==> src/rtl/line_step_scheduler_pkg.sv <==
// -----------------------------------------------------------------------------
// line_step_pkg
// Shared definitions for the line step scheduler:
//   line_step_state_e  - scheduler FSM state encoding (also exported for debug)
//   DIR_SETUP_CYCLES   - cycles the direction outputs settle before a first pulse
//   abs_mag()          - magnitude of a wide signed value. Callers sign-extend
//                        into MAG_W bits and truncate the result, so the most
//                        negative coordinate maps to its true magnitude.
// -----------------------------------------------------------------------------
package line_step_pkg;

    typedef enum logic [2:0] {
        ST_IDLE     = 3'd0,
        ST_SETUP    = 3'd1,
        ST_DIR_HOLD = 3'd2,
        ST_PULSE    = 3'd3,
        ST_GAP      = 3'd4,
        ST_FINISH   = 3'd5
    } line_step_state_e;

    localparam int DIR_SETUP_CYCLES = 1;
    localparam int MAG_W            = 64;

    function automatic logic [MAG_W-1:0] abs_mag(input logic signed [MAG_W-1:0] v);
        return v[MAG_W-1] ? MAG_W'(-v) : MAG_W'(v);
    endfunction

endpackage

==> src/rtl/line_step_scheduler_step_pulse_timer.sv <==
// -----------------------------------------------------------------------------
// step_pulse_timer
// Times one step event: counts cycles from the event's rising edge.
//   clock, reset     - clock, synchronous active-low reset
//   start_i          - begin a new event (count restarts at 0 next cycle)
//   clear_i          - stop the timer
//   period_i         - cycles between event rising edges (>= 2*PULSE_CYCLES)
//   pulse_active_o   - current cycle lies inside the step pulse
//   pulse_end_o      - current cycle is the last pulse-high cycle
//   period_done_o    - current cycle is the last cycle of the period
// -----------------------------------------------------------------------------
module step_pulse_timer #(
    parameter int PERIOD_W     = 32,
    parameter int PULSE_CYCLES = 4
) (
    input  logic                clock,
    input  logic                reset,
    input  logic                start_i,
    input  logic                clear_i,
    input  logic [PERIOD_W-1:0] period_i,
    output logic                pulse_active_o,
    output logic                pulse_end_o,
    output logic                period_done_o
);

    logic [PERIOD_W-1:0] cnt_q, cnt_d;
    logic                run_q, run_d;

    always_comb begin
        pulse_active_o = run_q && (cnt_q < PERIOD_W'(PULSE_CYCLES));
        pulse_end_o    = run_q && (cnt_q == PERIOD_W'(PULSE_CYCLES - 1));
        period_done_o  = run_q && (cnt_q == (period_i - PERIOD_W'(1)));

        cnt_d = cnt_q;
        run_d = run_q;
        // start wins over period_done so back-to-back events chain seamlessly
        if (start_i) begin
            cnt_d = '0;
            run_d = 1'b1;
        end else if (clear_i || period_done_o) begin
            cnt_d = '0;
            run_d = 1'b0;
        end else if (run_q) begin
            cnt_d = cnt_q + PERIOD_W'(1);
        end
    end

    always_ff @(posedge clock) begin
        if (!reset) begin
            cnt_q <= '0;
            run_q <= 1'b0;
        end else begin
            cnt_q <= cnt_d;
            run_q <= run_d;
        end
    end

endmodule

==> src/rtl/line_step_scheduler.sv <==
// -----------------------------------------------------------------------------
// line_step_scheduler
// Two-axis stepper controller: takes one relative line move at a time and
// interpolates it with Bresenham error accumulation into step/dir outputs.
//
// Handshake: a command transfers on a rising clock edge where cmd_valid and
// cmd_ready are both 1; cmd_* are captured then and may change afterwards.
// cmd_ready is 1 only in IDLE.
//
// Ports:
//   clock, reset           - clock, synchronous active-low reset
//   cmd_valid/cmd_ready    - command handshake
//   cmd_dx, cmd_dy         - signed displacement in steps
//   cmd_period             - cycles between step events (clamped to 2*PULSE_CYCLES)
//   abort                  - end the move at the next safe point
//   step_x, step_y         - step pulses, PULSE_CYCLES high
//   dir_x, dir_y           - direction levels, 1 = positive
//   busy                   - move in progress (SETUP..FINISH)
//   done                   - one-cycle pulse at move end or abort
//   dbg_state_o            - current FSM state
// Optional (macro LINE_STEP_POS_TRACK_EN):
//   pos_x, pos_y           - signed 32-bit position counters
//   pos_clear              - zero both positions (wins over a coincident step)
// -----------------------------------------------------------------------------
module line_step_scheduler
    import line_step_pkg::*;
#(
    parameter int COORD_W      = 16,
    parameter int PERIOD_W     = 32,
    parameter int PULSE_CYCLES = 4
) (
    input  logic                      clock,
    input  logic                      reset,
    input  logic                      cmd_valid,
    output logic                      cmd_ready,
    input  logic signed [COORD_W-1:0] cmd_dx,
    input  logic signed [COORD_W-1:0] cmd_dy,
    input  logic [PERIOD_W-1:0]       cmd_period,
    input  logic                      abort,
    output logic                      step_x,
    output logic                      step_y,
    output logic                      dir_x,
    output logic                      dir_y,
    output logic                      busy,
    output logic                      done,
`ifdef LINE_STEP_POS_TRACK_EN
    output logic signed [31:0]        pos_x,
    output logic signed [31:0]        pos_y,
    input  logic                      pos_clear,
`endif
    output line_step_state_e          dbg_state_o
);

    localparam int                  ERR_W      = COORD_W + 2;
    localparam logic [PERIOD_W-1:0] MIN_PERIOD = PERIOD_W'(2 * PULSE_CYCLES);

    line_step_state_e          state_q, state_d;
    logic signed [COORD_W-1:0] dx_q, dx_d, dy_q, dy_d;
    logic [PERIOD_W-1:0]       period_q, period_d;
    logic [COORD_W-1:0]        n_q, n_d, minor_q, minor_d, remaining_q, remaining_d;
    logic                      x_major_q, x_major_d;
    logic signed [ERR_W-1:0]   err_q, err_d;
    logic [3:0]                hold_q, hold_d;
    logic                      abort_q, abort_d;
    logic                      sel_x_q, sel_x_d, sel_y_q, sel_y_d;
    logic                      dir_x_q, dir_x_d, dir_y_q, dir_y_d;
    logic                      ready_q, ready_d, busy_q, busy_d, done_q, done_d;

    logic [COORD_W-1:0]        ax, ay, n_setup, minor_setup;
    logic signed [ERR_W-1:0]   err_m, err_evt;
    logic                      minor_hit, do_event, abort_now;
    logic                      pulse_active, pulse_end, period_done;

    step_pulse_timer #(
        .PERIOD_W    (PERIOD_W),
        .PULSE_CYCLES(PULSE_CYCLES)
    ) u_timer (
        .clock         (clock),
        .reset         (reset),
        .start_i       (do_event),
        .clear_i       (state_q == ST_FINISH),
        .period_i      (period_q),
        .pulse_active_o(pulse_active),
        .pulse_end_o   (pulse_end),
        .period_done_o (period_done)
    );

    always_comb begin
        state_d     = state_q;
        dx_d        = dx_q;
        dy_d        = dy_q;
        period_d    = period_q;
        n_d         = n_q;
        minor_d     = minor_q;
        remaining_d = remaining_q;
        x_major_d   = x_major_q;
        err_d       = err_q;
        hold_d      = hold_q;
        abort_d     = abort_q;
        sel_x_d     = sel_x_q;
        sel_y_d     = sel_y_q;
        dir_x_d     = dir_x_q;
        dir_y_d     = dir_y_q;
        do_event    = 1'b0;

        ax          = COORD_W'(abs_mag(MAG_W'(dx_q)));
        ay          = COORD_W'(abs_mag(MAG_W'(dy_q)));
        n_setup     = (ax >= ay) ? ax : ay;
        minor_setup = (ax >= ay) ? ay : ax;

        // Bresenham step: minor axis moves whenever the error goes negative
        err_m       = err_q - $signed({2'b00, minor_q});
        minor_hit   = err_m[ERR_W-1];
        err_evt     = minor_hit ? (err_m + $signed({2'b00, n_q})) : err_m;

        // abort is sticky once seen so a running pulse can finish first
        abort_now   = abort_q | abort;

        case (state_q)
            ST_IDLE: begin
                abort_d = 1'b0;
                if (cmd_valid && ready_q) begin
                    dx_d     = cmd_dx;
                    dy_d     = cmd_dy;
                    period_d = (cmd_period < MIN_PERIOD) ? MIN_PERIOD : cmd_period;
                    // abort seen with the accept takes effect from SETUP
                    abort_d  = abort;
                    state_d  = ST_SETUP;
                end
            end
            ST_SETUP: begin
                abort_d     = abort_now;
                dir_x_d     = ~dx_q[COORD_W-1];
                dir_y_d     = ~dy_q[COORD_W-1];
                n_d         = n_setup;
                minor_d     = minor_setup;
                x_major_d   = (ax >= ay);
                err_d       = $signed({3'b000, n_setup[COORD_W-1:1]});
                remaining_d = n_setup;
                hold_d      = '0;
                state_d     = (abort_now || n_setup == '0) ? ST_FINISH : ST_DIR_HOLD;
            end
            ST_DIR_HOLD: begin
                abort_d = abort_now;
                if (abort_now) begin
                    state_d = ST_FINISH;
                end else if (hold_q == 4'(DIR_SETUP_CYCLES - 1)) begin
                    do_event = 1'b1;
                end else begin
                    hold_d = hold_q + 4'd1;
                end
            end
            ST_PULSE: begin
                abort_d = abort_now;
                if (pulse_end) begin
                    state_d = abort_now ? ST_FINISH : ST_GAP;
                end
            end
            ST_GAP: begin
                abort_d = abort_now;
                if (abort_now) begin
                    state_d = ST_FINISH;
                end else if (period_done) begin
                    if (remaining_q != '0) begin
                        do_event = 1'b1;
                    end else begin
                        state_d = ST_FINISH;
                    end
                end
            end
            ST_FINISH: begin
                abort_d = 1'b0;
                state_d = ST_IDLE;
            end
            default: begin
                state_d = ST_IDLE;
            end
        endcase

        if (do_event) begin
            state_d     = ST_PULSE;
            err_d       = err_evt;
            remaining_d = remaining_q - COORD_W'(1);
            sel_x_d     = x_major_q | minor_hit;
            sel_y_d     = ~x_major_q | minor_hit;
        end

        ready_d = (state_d == ST_IDLE);
        busy_d  = (state_d != ST_IDLE);
        done_d  = (state_d == ST_FINISH);
    end

    always_ff @(posedge clock) begin
        if (!reset) begin
            state_q     <= ST_IDLE;
            dx_q        <= '0;
            dy_q        <= '0;
            period_q    <= '0;
            n_q         <= '0;
            minor_q     <= '0;
            remaining_q <= '0;
            x_major_q   <= 1'b0;
            err_q       <= '0;
            hold_q      <= '0;
            abort_q     <= 1'b0;
            sel_x_q     <= 1'b0;
            sel_y_q     <= 1'b0;
            dir_x_q     <= 1'b0;
            dir_y_q     <= 1'b0;
            ready_q     <= 1'b1;
            busy_q      <= 1'b0;
            done_q      <= 1'b0;
        end else begin
            state_q     <= state_d;
            dx_q        <= dx_d;
            dy_q        <= dy_d;
            period_q    <= period_d;
            n_q         <= n_d;
            minor_q     <= minor_d;
            remaining_q <= remaining_d;
            x_major_q   <= x_major_d;
            err_q       <= err_d;
            hold_q      <= hold_d;
            abort_q     <= abort_d;
            sel_x_q     <= sel_x_d;
            sel_y_q     <= sel_y_d;
            dir_x_q     <= dir_x_d;
            dir_y_q     <= dir_y_d;
            ready_q     <= ready_d;
            busy_q      <= busy_d;
            done_q      <= done_d;
        end
    end

`ifdef LINE_STEP_POS_TRACK_EN
    logic signed [31:0] pos_x_q, pos_x_d, pos_y_q, pos_y_d;

    // positions move on the same edge the step outputs rise
    always_comb begin
        pos_x_d = pos_x_q;
        pos_y_d = pos_y_q;
        if (do_event && sel_x_d) pos_x_d = dir_x_q ? (pos_x_q + 32'sd1) : (pos_x_q - 32'sd1);
        if (do_event && sel_y_d) pos_y_d = dir_y_q ? (pos_y_q + 32'sd1) : (pos_y_q - 32'sd1);
        if (pos_clear) begin
            pos_x_d = '0;
            pos_y_d = '0;
        end
    end

    always_ff @(posedge clock) begin
        if (!reset) begin
            pos_x_q <= '0;
            pos_y_q <= '0;
        end else begin
            pos_x_q <= pos_x_d;
            pos_y_q <= pos_y_d;
        end
    end

    assign pos_x = pos_x_q;
    assign pos_y = pos_y_q;
`endif

    // the timer bounds the pulse width, so a move cut short never truncates it
    assign step_x      = sel_x_q & pulse_active;
    assign step_y      = sel_y_q & pulse_active;
    assign dir_x       = dir_x_q;
    assign dir_y       = dir_y_q;
    assign cmd_ready   = ready_q;
    assign busy        = busy_q;
    assign done        = done_q;
    assign dbg_state_o = state_q;

endmodule

==> config.mk <==
export PLATFORM = sky130hd
export DESIGN_NAME = line_step_scheduler
export DESIGN_NICKNAME = d
export VERILOG_FILES = /design/src/rtl/line_step_scheduler_pkg.sv /design/src/rtl/line_step_scheduler_step_pulse_timer.sv /design/src/rtl/line_step_scheduler.sv
export SDC_FILE = /design/constraint.sdc
export NUM_CORES = 1
export LEC_CHECK = 0
export CELL_PAD_IN_SITES_DETAIL_PLACEMENT = 0
export CELL_PAD_IN_SITES_GLOBAL_PLACEMENT = 1
export CORE_UTILIZATION = 40
export DETAILED_ROUTE_END_ITERATION = 16
export PLACE_DENSITY_LB_ADDON = 0.1
export SYNTH_ARGS = -nofsm -noshare
export SYNTH_HDL_FRONTEND = slang
export SYNTH_SLANG_ARGS = --single-unit
==> constraint.sdc <==
create_clock -name clock -period 8.5 [get_ports clock]
set_input_delay 1.275 -clock clock [delete_from_list [all_inputs] [get_ports clock]]
set_output_delay 1.275 -clock clock [all_outputs]
set_load 0.01 [all_outputs]
==> metrics.md <==
| Metric | Value |
|---|---|
| Status | `finished, final reports clean` |
| Max-slew violation count | `0` |
| Area delta synth->final | `13.3%` |
| Total Nets Final | `1,671` |
| CP startpoint kind | `register` |
| CORE AREA | `28,800 um2` |
| Synth cell types | `74` |
| PostCTS Resize Cnt | `0` |
| Die area | `30,100 um2` |
| Skew final | `0.0164 ns` |
| Mapped Cells | `1,534` |
| Synthesis-stage register bit count | `179` |
| Syn Area/Cell | `7.66 um2` |
| Fin crit period | `5.17 ns` |
| Vias per cell | `5.60` |
| Crit end category | `register` |
| Drt wl/cell | `17.4 um` |
| CTS sink count | `179` |
| Routed WL | `33,700 um` |
| CTS tree | `yes` |
| Max-Cap Viols | `0` |
| Wire length on met3 | `1720 um` |
| Fmax | `0.193 GHz` |
| Setup_tns | `0 ns` |
| ANT nets after route | `0` |
| Post-synthesis sequential area ratio | `0.305` |
| HPWL Detailed | `25,400 um` |
| First-pass GRT wire length | `55,100 um` |
| H-tree levels | `4` |
| Prevailing post-synth register cell | `dfxtp_1` |
| Netlist Area Pre-Place | `11,700 um2` |
| Worst Tran Pin Value | `1.19 ns` |
| Metal-1 WL | `16,300 um` |
| CTS root buf | `clkbuf_16` |
| Global-route usage over all layers | `0.226` |
| Residual DRC | `0` |
| Worst path required time | `8.83 ns` |
| Largest net degree at the start of global routing | `80` |
| Vias in the first global route | `10,200` |
| Hold Buf Count CTS | `0` |
| Clk_lat worst skew | `0.44 ns` |
| Mapped Nets | `1,659` |
| Synth warn | `0` |
| Drt first-iter violations | `645` |
| # port buffers | `77` |
| Post-CTS Setup Inserts | `0` |
| Die width | `173 um` |
| Starting Density | `0.408` |
| WS Path Type | `register to register` |
| Vias | `10,900` |
| Initial antenna violation count | `0` |
| Top Layer Used | `met4` |
| Worst Hold Class | `register to register` |
| ANT cells | `0` |
| Relative slew slack | `0.208` |
| Layout cell share with drive strength beyond 1 | `0.0482` |
| RSZ-0062 raised after global routing | `false` |
| Number of buffers created by CTS | `17` |
| Crit-path cells | `or3_1 > or4_1 > or4_1 > ha_1 > a2111o_1 > a21oi_1 > a21o_1 > nor2_1 > a211oi_1 > nor2b_1 > a311oi_2` |
| Drt pass-1 iters | `5` |
| Crit path DAT | `5.51 ns` |
| CP dominant cell by count | `or4_1` |
| Largest stage delay, worst path | `0.87 ns` |
| Clock-pin transition on the worst setup and hold timing paths | `0.08 ns` |
| Final setup viols | `0` |
| Crit share post-route | `0.609` |
| Site row count | `62` |
| Critical path fanouts, max | `34` |
| Post-synth EDFFs | `0` |
| Hold Fails Final Rpt | `0` |
| IO Pins | `78` |
| Die Ht | `173 um` |
| CP max-delay cell | `a21o_1` |
| Aggregate global routing overflow | `0` |
| DR WL met2 | `15,200 um` |
| Max clock buf depth | `2` |
| Fraction of registers with async set/reset | `0` |
| RD Place Congestion | `0.908` |
kinds of logic after synthesis:
logic type      synth area share
compound gates             0.227
xor+xnor                  0.0895
fa+ha+maj                 0.0620
buf+inv                   0.0529
flops                      0.305
mux                      0.00767
simple gates               0.256
cells in the mapped netlist (15+ instances only):
| master | n | area share |
|---|---|---|
| a31oi_1 | 15 | 0.0080 |
| nor3_1 | 34 | 0.014 |
| nor2b_1 | 19 | 0.010 |
| a21oi_1 | 141 | 0.060 |
| a211oi_1 | 38 | 0.024 |
| xnor2_1 | 67 | 0.050 |
| ha_1 | 55 | 0.059 |
| and3_1 | 22 | 0.012 |
| o211ai_1 | 21 | 0.013 |
| nand3_1 | 38 | 0.016 |
| nor2_1 | 144 | 0.046 |
| or4_1 | 16 | 0.010 |
| or3_1 | 26 | 0.014 |
| inv_1 | 57 | 0.018 |
| dfxtp_1 | 179 | 0.31 |
| o21ai_0 | 41 | 0.017 |
| nor4_1 | 25 | 0.013 |
| nand4_1 | 15 | 0.0080 |
| xor2_1 | 53 | 0.040 |
| clkbuf_1 | 74 | 0.024 |
| o31a_1 | 17 | 0.013 |
| nand2_1 | 230 | 0.073 |
final cells by class:
type	count	area (um2)
Fill cell	2936	15500
Multi-Input combinational cell	1204	7550
Sequential cell	179	3580
Timing Repair Buffer	87	846
Tap cell	384	480
Clock buffer	17	425
Inverter	57	216
Clock inverter	12	208
sequential cells by signal (all words and copies together) (netlist names), 3 cells and up:
name           flops
period_q          32
dx_q              16
minor_q           16
err_q             18
dy_q              16
remaining_q       16
hold_q             4
n_q               16
u_timer.cnt_q     32
dbg_state_o        3
worst max-delay path, delay by kind of cell, from the launching register on:
family,cells,cell delay (ns)
AO/OA/AOI/OAI,5,2.45
AND/OR/NAND/NOR,5,2.00
flip-flops,1,0.36
adder cells (fa/ha/maj),1,0.24
final timing paths:
kind / from / to / slack (ns) / cells after the start
min reg2reg: minor_q[2] / minor_q[2] / 0.45 / 2
min: minor_q[2] / minor_q[2] / 0.45 / 2
max: dy_q[2] / remaining_q[14] / 3.33 / 11
max reg2reg: dy_q[2] / remaining_q[14] / 3.33 / 11
layer usage:
| layer | global-route usage | vias up |
|---|---|---|
| li1 | - | 5521 |
| met1 | 0.313 | 5101 |
| met2 | 0.358 | 208 |
| met3 | 0.0482 | 31 |
| met4 | 0.0524 | 0 |
| met5 | 0 | - |
metrics by stage:
stage	hold slack (ns)	utilization	instance area [um2]	setup WS (ns)	cells
3_5_place_dp	0.449	0.440	12700	3.35	1911
5_1_grt	0.467	0.462	13300	2.92	1940
6_report	0.455	0.462	13300	3.33	1940
4_1_cts	0.457	0.462	13300	3.32	1940
3_3_place_gp	0.442	0.440	12700	3.44	1911
2_1_floorplan	0.427	-	11700	4.22	1534
cell usage in the layout (no fill, tap or decap), types with 26 or more instances in the layout:
| cell | netlist | layout |
|---|---|---|
| nand2_1 | 230 | 230 |
| dfxtp_1 | 179 | 179 |
| nor2_1 | 144 | 143 |
| a21oi_1 | 141 | 140 |
| clkdlybuf4s50_1 | 0 | 77 |
| xnor2_1 | 67 | 67 |
| inv_1 | 57 | 56 |
| ha_1 | 55 | 55 |
| xor2_1 | 53 | 53 |
| o21ai_0 | 41 | 41 |
| nand3_1 | 38 | 38 |
| a211oi_1 | 38 | 38 |
| nor3_1 | 34 | 34 |
| or3_1 | 26 | 26 |
Power is not shown: default switching activity piles up to over one toggle a cycle in this logic, so the estimate is an artifact.
